==> config.mk <==
export PLATFORM = sky130hd
export DESIGN_NAME = robot_cmd_sched
export DESIGN_NICKNAME = d
export VERILOG_FILES = /design/src/rtl/robot_pkg.sv /design/src/rtl/robot_rr_arb2.sv /design/src/rtl/robot_cmd_sched.sv
export SDC_FILE = /design/constraint.sdc
export NUM_CORES = 1
export LEC_CHECK = 0
export BUFFER_PORTS_ARGS = -buffer_cell sky130_fd_sc_hd__buf_2
export CORE_MARGIN = 2
export CORE_UTILIZATION = 35
export DETAILED_ROUTE_END_ITERATION = 10
export GPL_ROUTABILITY_DRIVEN = 0
export HOLD_SLACK_MARGIN = 0.12
export PLACE_DENSITY = 0.63
export SYNTH_ARGS = -nofsm -noshare
export SYNTH_HDL_FRONTEND = slang
export SYNTH_HIERARCHICAL = 1
export SYNTH_SLANG_ARGS = --single-unit
==> constraint.sdc <==
create_clock -name clk -period 3.4 [get_ports clk]
set_input_delay 0.34 -clock clk [delete_from_list [all_inputs] [get_ports clk]]
set_output_delay 0.34 -clock clk [all_outputs]
set_load 0.01 [all_outputs]
==> src/rtl/robot_pkg.sv <==
// robot_pkg: controller state codes, opcodes, done status codes and scheduler state type
package robot_pkg;
  typedef enum logic [2:0] {C_IDLE, C_FORWARD, C_BACKWARD, C_LEFT, C_RIGHT, C_STOP, C_ERROR, C_RECOVER} ctrl_state_t;
  typedef enum logic [1:0] {OP_FWD, OP_BWD, OP_LEFT, OP_RIGHT} op_t;
  typedef enum logic [1:0] {DS_OK, DS_OBST, DS_ERR, DS_FLUSH} done_status_t;
  typedef enum logic [1:0] {S_IDLE, S_RUN, S_DONE} sched_state_t;
endpackage

==> src/rtl/robot_rr_arb2.sv <==
// robot_rr_arb2: two-way round-robin arbiter whose last-grant pointer moves only on accept
module robot_rr_arb2 (
  input  logic       clk,
  input  logic       rst,
  input  logic [1:0] valid,
  input  logic       advance,
  output logic [1:0] grant
);
  logic last_q, last_d;
  always_comb begin
    grant = {valid[1] & (~valid[0] | ~last_q), valid[0] & (~valid[1] | last_q)};
    last_d = advance ? grant[1] : last_q;
  end
  always_ff @(posedge clk) last_q <= rst ? 1'b1 : last_d;
endmodule

==> src/rtl/robot_cmd_sched.sv <==
// robot_cmd_sched: round-robin timed motion-command scheduler with abort and completion status
module robot_cmd_sched
  import robot_pkg::*;
#(
  parameter int DUR_W = 8
) (
  input  logic             clk,
  input  logic             rst,
  input  logic             req0_valid,
  output logic             req0_ready,
  input  logic [1:0]       req0_op,
  input  logic [DUR_W-1:0] req0_dur,
  input  logic             req1_valid,
  output logic             req1_ready,
  input  logic [1:0]       req1_op,
  input  logic [DUR_W-1:0] req1_dur,
  input  logic [2:0]       fsm_state,
  input  logic             flush,
  output logic             move_fwd,
  output logic             move_bwd,
  output logic             turn_left,
  output logic             turn_right,
  output logic             busy,
  output logic             done,
  output logic             done_id,
  output logic [1:0]       done_status
);
  sched_state_t state_q, state_d;
  logic id_q, id_d, first_q, first_d;
  logic [DUR_W-1:0] cnt_q, cnt_d, dur_in;
  logic [1:0] status_q, status_d, grant, rdy, op_in;
  logic [3:0] mot_q, mot_d;
  logic blocked, adv, sel, stop_hit, is_err, exit_run;
  robot_rr_arb2 u_arb (
    .clk(clk),
    .rst(rst),
    .valid({req1_valid, req0_valid}),
    .advance(adv),
    .grant(grant)
  );
  always_comb begin
    blocked = fsm_state == C_ERROR || fsm_state == C_RECOVER;
    rdy = (state_q == S_IDLE && !blocked) ? grant : 2'b00;
    adv = |rdy;
    sel = rdy[1];
    op_in = sel ? req1_op : req0_op;
    dur_in = sel ? req1_dur : req0_dur;
    is_err = fsm_state == C_ERROR;
    stop_hit = fsm_state == C_STOP && !first_q;
    exit_run = is_err || stop_hit || flush || cnt_q == '0;
    state_d = state_q;
    id_d = id_q;
    cnt_d = cnt_q;
    first_d = first_q;
    status_d = status_q;
    mot_d = mot_q;
    if (state_q == S_IDLE && adv) begin
      state_d = S_RUN;
      id_d = sel;
      cnt_d = dur_in == '0 ? '0 : dur_in - DUR_W'(1);
      first_d = 1'b1;
      mot_d = 4'b0001 << op_in;
    end else if (state_q == S_RUN) begin
      first_d = 1'b0;
      cnt_d = cnt_q - DUR_W'(1);
      if (exit_run) begin
        state_d = S_DONE;
        mot_d = '0;
        status_d = is_err ? DS_ERR : stop_hit ? DS_OBST : flush ? DS_FLUSH : DS_OK;
      end
    end else if (state_q == S_DONE) begin
      state_d = S_IDLE;
    end
  end
  always_ff @(posedge clk) begin
    if (rst) begin
      state_q <= S_IDLE;
      id_q <= 1'b0;
      cnt_q <= '0;
      first_q <= 1'b0;
      status_q <= DS_OK;
      mot_q <= '0;
    end else begin
      state_q <= state_d;
      id_q <= id_d;
      cnt_q <= cnt_d;
      first_q <= first_d;
      status_q <= status_d;
      mot_q <= mot_d;
    end
  end
  assign {turn_right, turn_left, move_bwd, move_fwd} = mot_q;
  assign {req1_ready, req0_ready} = rdy;
  assign busy = state_q != S_IDLE;
  assign done = state_q == S_DONE;
  assign done_id = done & id_q;
  assign done_status = done ? status_q : 2'b00;
endmodule

==> results.cfg, run 1 <==
[run_status]
status = finished clean

[route]
firstDrtPassIters = 4
ant_nets = 0
routed_wl_um = 3540
top_layer_used = met4
avgViaCountPerCell = 5.32
drc = 0
dr_wl_met3_um = 226
wl_met1_um = 1760
dr_wl_met2_um = 1510
wl_per_cell_um = 13.5
initialDrtViolationCount = 71
dr_total_vias = 1400

[yosys]
synth_nets = 209
ys_async_sr_fraction = 0
synth_cell_type_count = 56
yosys_register_bits = 19
ys_seq_area_frac = 0.258
synth_area_per_cell_sq_um = 8.33
syn_area_sq_um = 1470
synth-edff-count = 0
synth_ff_type = dfxtp_1
syn-instance-count = 177
synth_warnings = 6

[cts]
tritoncts = built
cts_hold_buf = 0
cts_resized = 0
htree_levels = 1
path_clk_slew_ns = 0.07
cts_sinks = 19
cts_setup_buffers = 0
cts_buffer_depth = 2
clock-root-buffer = clkbuf_8
cts_inserted_buffers = 3
clkLatencyLatePin_ns = 0.26

[timing]
finalCriticalPeriod_ns = 2.49
slew_violations = 0
fin_worst_skew_ns = 0.00178
hold_violations = 0
finalSetupViolCount = 0
tns_ns = 0
period_share = 0.732
tightest_slew_ns = 0.649
clock.fmax_mhz = 402
rsz0062_at_grt = no
slew_headroom = 0.566

[floorplan]
die_area_sq_um = 4750
initial_core_util = 0.366
die_h_um = 68.9
core_sq_um = 4030
die_x_um = 68.9
placement_rows = 23
ios = 39

[worst_setup_path]
slowest_delay_ns = 0.43
path_buf_inv = 0
crit_fanout = 13
worstSetupEndpointType = flip-flop
rr_worst_depth = 9
path_class = flip-flop to flip-flop
crit_cells = 9
worstPathCellList = a211oi_4, nand2_2, mux2i_4, ha_1, nor3b_1, xnor2_1, nand2_1, o211ai_1, a221oi_1
cpMaxStageDelayCell = dfxtp_1
cp.arrival_ns = 2.66
crit_path_start_kind = flip-flop
critical_path.top_delay_family = compound AO/OA/AOI/OAI gates
required_ns = 3.57

[pwr]
switching_power_uw = 279
power.leakage_nw = 0.737
p_int_uw = 463
pwr-share-seq = 0.392
vdd.ir_drop.worst_v = 0.000132
switching_share = 0.376
combPwrFrac = 0.394
p_per_area_nw_per_um2 = 434
pwr-share-clk = 0.214

[global_route]
grt_pass1_wl_um = 5600
grt_max_degree = 16
grt_pass1_vias = 1161
grt-ovfl-total = 0
grt_antenna_before_repair = 0
grt_use_total = 0.161

[final_layout]
synthToLayoutAreaGrowth_pct = 16.1
drive_gt1_frac = 0.286
finalNonFillerCells = 263
n_fill_cell = 442
num_antenna_cells = 0
fin_nets = 246

[placed_design]
place_inst = 259
port_buffers = 38
hpwl_um = 2770

[min_path]
hold_depth = 2
hp-class = primary input to flip-flop

[job]
drv_cap = 0
worst register-to-register path, stage by stage, from the launching register on:
cell      delay (ns)
dfxtp_1         0.43
a211oi_4        0.39
nand2_2         0.28
mux2i_4         0.29
ha_1            0.22
nor3b_1         0.23
xnor2_1         0.09
nand2_1         0.07
o211ai_1        0.11
a221oi_1        0.29
cell families (layout without fill, tap and decap cells):
| family | after synthesis | count (layout) | synth area share |
|---|---|---|---|
| buffers and inverters | 15 | 51 | 0.0671 |
| muxes | 8 | 8 | 0.0637 |
| xor gates and xnor gates | 11 | 11 | 0.0654 |
| DFF | 19 | 19 | 0.258 |
| AOI/OAI and AO/OA | 51 | 51 | 0.265 |
| and+or+nand+nor | 69 | 69 | 0.247 |
| adders and majority gates | 4 | 4 | 0.0340 |
layout make-up:
type / count / area [sq um] / share of cell area
multi-input cells: 143 / 995 / 0.581
flip-flops and latches: 19 / 380 / 0.222
repair buffers: 39 / 198 / 0.115
well taps: 50 / 62.6 / 0.0365
clock buffers: 3 / 41.3 / 0.0241
inverters: 8 / 30.0 / 0.0175
clock inverters: 1 / 5.00 / 0.00292
cells in the final DEF, fill, tap and decap left out, types with 2 or more instances in the layout:
cell | synthesis | routed
a31oi_1 | 2 | 2
ha_1 | 4 | 4
o22ai_1 | 5 | 5
nand4_1 | 2 | 2
nor3b_1 | 4 | 4
nor4b_1 | 2 | 2
nor2_1 | 20 | 20
nand2b_1 | 3 | 3
buf_2 | 2 | 38
mux2i_1 | 6 | 6
o21ai_2 | 2 | 2
xnor2_1 | 8 | 8
nor3_1 | 5 | 5
and2_1 | 3 | 3
o211ai_1 | 2 | 2
xor2_1 | 3 | 3
dfxtp_1 | 19 | 19
a21oi_1 | 12 | 12
o21ai_0 | 5 | 5
o2bb2ai_1 | 2 | 2
or3_1 | 3 | 3
nand2_2 | 2 | 2
nor2b_1 | 4 | 4
clkbuf_8 | 1 | 3
nor4_1 | 3 | 3
a211o_1 | 2 | 2
inv_1 | 8 | 8
nand2_1 | 12 | 12
power groups by stage:
stage / Clock (mW) / Sequential, mW / Combinational, mW
detailed placement: 0 / 0.295 / 0.290
global placement: 0 / 0.295 / 0.289
CTS: 0.165 / 0.291 / 0.294
finish: 0.159 / 0.291 / 0.292
floorplan: 0 / 0.285 / 0.227
global route: 0.176 / 0.295 / 0.328
flip-flops by register name, summed over array words and instances (netlist names):
signal and cells:
first_q 1, mot_q 4, status_q 2, cnt_q 8, id_q 1, state_q 2
u_arb/last_q 1
metal layers:
metal | up-vias | track usage
met3 | 5 | 0.0308
li1 | 718 | -
met5 | - | 0
met1 | 629 | 0.231
met4 | 0 | 0.0490
met2 | 48 | 0.244
final timing paths:
kind                                 start       end  slack, ns
worst min register to register    mot_q[3]  mot_q[3]       0.45
worst min-delay path                   rst      id_q       0.44
worst max register to register  state_q[0]  cnt_q[4]       0.91
worst max-delay path            state_q[0]  cnt_q[4]       0.91
cell usage after synthesis (3+ instances only):
cell / n / area share
a21oi_1: 12 / 0.041
and2_1: 3 / 0.013
buf_6: 4 / 0.031
dfxtp_1: 19 / 0.26
ha_1: 4 / 0.034
inv_1: 8 / 0.020
mux2i_1: 6 / 0.041
nand2_1: 12 / 0.031
nand2b_1: 3 / 0.013
nor2_1: 20 / 0.051
nor2b_1: 4 / 0.017
nor3_1: 5 / 0.017
nor3b_1: 4 / 0.020
nor4_1: 3 / 0.013
o21ai_0: 5 / 0.017
o22ai_1: 5 / 0.021
or3_1: 3 / 0.013
xnor2_1: 8 / 0.048
xor2_1: 3 / 0.018
through the flow:
stage | cell area (sq um) | setup WS [ns] | util | power, mW | hold slack, ns
floorplan | 1470 | 1.14 | - | 0.511 | 0.434
global placement | 1670 | 0.949 | 0.413 | 0.584 | 0.440
detailed placement | 1670 | 0.836 | 0.413 | 0.585 | 0.442
CTS | 1710 | 0.873 | 0.425 | 0.749 | 0.436
global route | 1710 | 0.635 | 0.425 | 0.800 | 0.447
finish | 1710 | 0.910 | 0.425 | 0.742 | 0.440
No activity file was read; power rests on OpenSTA's default activity.
==> inputs of run 2 (changes only) <==
Settings changed: PLACE_DENSITY 0.63 to 0.65.
Clock period 3.4 ns to 2.05 ns, I/O delays scaled along.
==> results.cfg, run 2 (synthesis gave the netlist of run 1 again) <==
[worst_setup_path]
worstSetupEndpointType = flip-flop
cp.arrival_ns = 2.13
crit_fanout = 3
crit_path_start_kind = flip-flop
required_ns = 2.23
rr_worst_depth = 9
path_class = flip-flop to flip-flop

[global_route]
grt_use_total = 0.167
grt_antenna_before_repair = 0
grt_pass1_vias = 1266
grt_max_degree = 16
grt-ovfl-total = 0
grt_pass1_wl_um = 5900

[floorplan]
core_sq_um = 4030
ios = 39
initial_core_util = 0.366
die_area_sq_um = 4750
die_x_um = 68.9
placement_rows = 23
die_h_um = 68.9

[timing]
finalSetupViolCount = 0
finalCriticalPeriod_ns = 1.94
fin_worst_skew_ns = 0.00463
tightest_slew_ns = 0.477
period_share = 0.947
hold_slack_ns = 0.305
finalWorstSetupSlack_ns = 0.108
rsz0062_at_grt = yes
clock.fmax_mhz = 515
slew_headroom = 0.682
slew_violations = 0
hold_violations = 0

[cts]
cts_buffer_depth = 2
tritoncts = built
clock-root-buffer = clkbuf_8
path_clk_slew_ns = 0.08
htree_levels = 1
cts_inserted_buffers = 3
clkLatencyLatePin_ns = 0.26
cts_sinks = 19

[placed_design]
port_buffers = 38
place_inst = 267
hpwl_um = 2910
pre_cts_ws_ns = 0.0516

[pwr]
finalPower_mw = 1.27
vdd.ir_drop.worst_v = 0.000265
power.leakage_nw = 0.774
p_int_uw = 794
combPwrFrac = 0.416
switching_share = 0.377
switching_power_uw = 480
pwr-share-seq = 0.373
p_per_area_nw_per_um2 = 709
pwr-share-clk = 0.211

[route]
drc = 0
dr_total_vias = 1441
avgViaCountPerCell = 5.32
routed_wl_um = 3670
initialDrtViolationCount = 69
firstDrtPassIters = 4
wl_per_cell_um = 13.5
ant_nets = 0

[final_layout]
drive_gt1_frac = 0.344
layout.cells.most_common = buf_2
mostFrequentLayoutCells = 38 x buf_2, 19 x dfxtp_1, 18 x nor2_1, 12 x nand2_1, 12 x a21oi_1
finalNonFillerCells = 271
reg.largest.list = cnt_q: 8 flops, mot_q: 4 flops
largest-register = cnt_q
synthToLayoutAreaGrowth_pct = 22.0
largest_reg_flops = 8
num_antenna_cells = 0
fin_nets = 254

[job]
drv_cap = 0

[run_status]
status = finished clean

[min_path]
hold_depth = 2
hp-class = primary input to flip-flop
[run 2: path summary, 6_finish.rpt]
check,from,endpoint,slack (ns)
setup reg to reg,state_q[0],cnt_q[4],0.11
setup / recovery,state_q[0],cnt_q[4],0.11
hold reg to reg,mot_q[3],mot_q[3],0.45
hold / removal,rst,id_q,0.31
[run 2: cell type report]
cell class	instances	area (sq um)
clock buffer	3	41.3
multi-input combinational	143	1020
fill	430	2230
clock inverter	1	5.00
sequential	19	380
tap	50	62.6
inverter	8	30.0
timing repair buffer	47	258
[run 2: timing repair]
| item | in CTS | in global routing |
|---|---|---|
| setup endpoints to repair | 0 | 2 |
| setup buffers | 0 | 0 |
| gates resized for setup | 0 | 5 |
| hold buffers | 0 | 0 |
[run 2: critical path, cell delays in order (launching register included)]
cell      delay [ns]
dfxtp_1         0.34
a211oi_4        0.23
nand2_2         0.15
mux2i_2         0.25
ha_2            0.22
nor3b_2         0.17
xnor2_1         0.08
nand2_1         0.06
o211ai_1        0.10
a221oi_2        0.26
[run 2: power by group through the flow]
stage	Sequential [mW]	Combinational [mW]	Clock, mW
after floorplan	0.472	0.377	0
after global placement	0.481	0.516	0
after detailed placement	0.482	0.517	0
after CTS	0.473	0.522	0.274
after global routing	0.481	0.593	0.292
final	0.475	0.531	0.269
[run 2: through the flow]
stage | util | cell area, sq um | TNS, ns
after floorplan | - | 1480 | -0.0500
after global placement | 0.430 | 1730 | 0
after detailed placement | 0.430 | 1730 | 0
after CTS | 0.442 | 1780 | 0
after global routing | 0.446 | 1800 | -0.116
final | 0.446 | 1800 | 0
[run 2: routing by layer]
layer	vias to the layer above	GRT usage	part of all wire
met2	43	0.273	0.44
met5	-	0	0
li1	737	-	-
met4	0	0.0441	0.011
met3	5	0.0244	0.048
met1	656	0.230	0.50
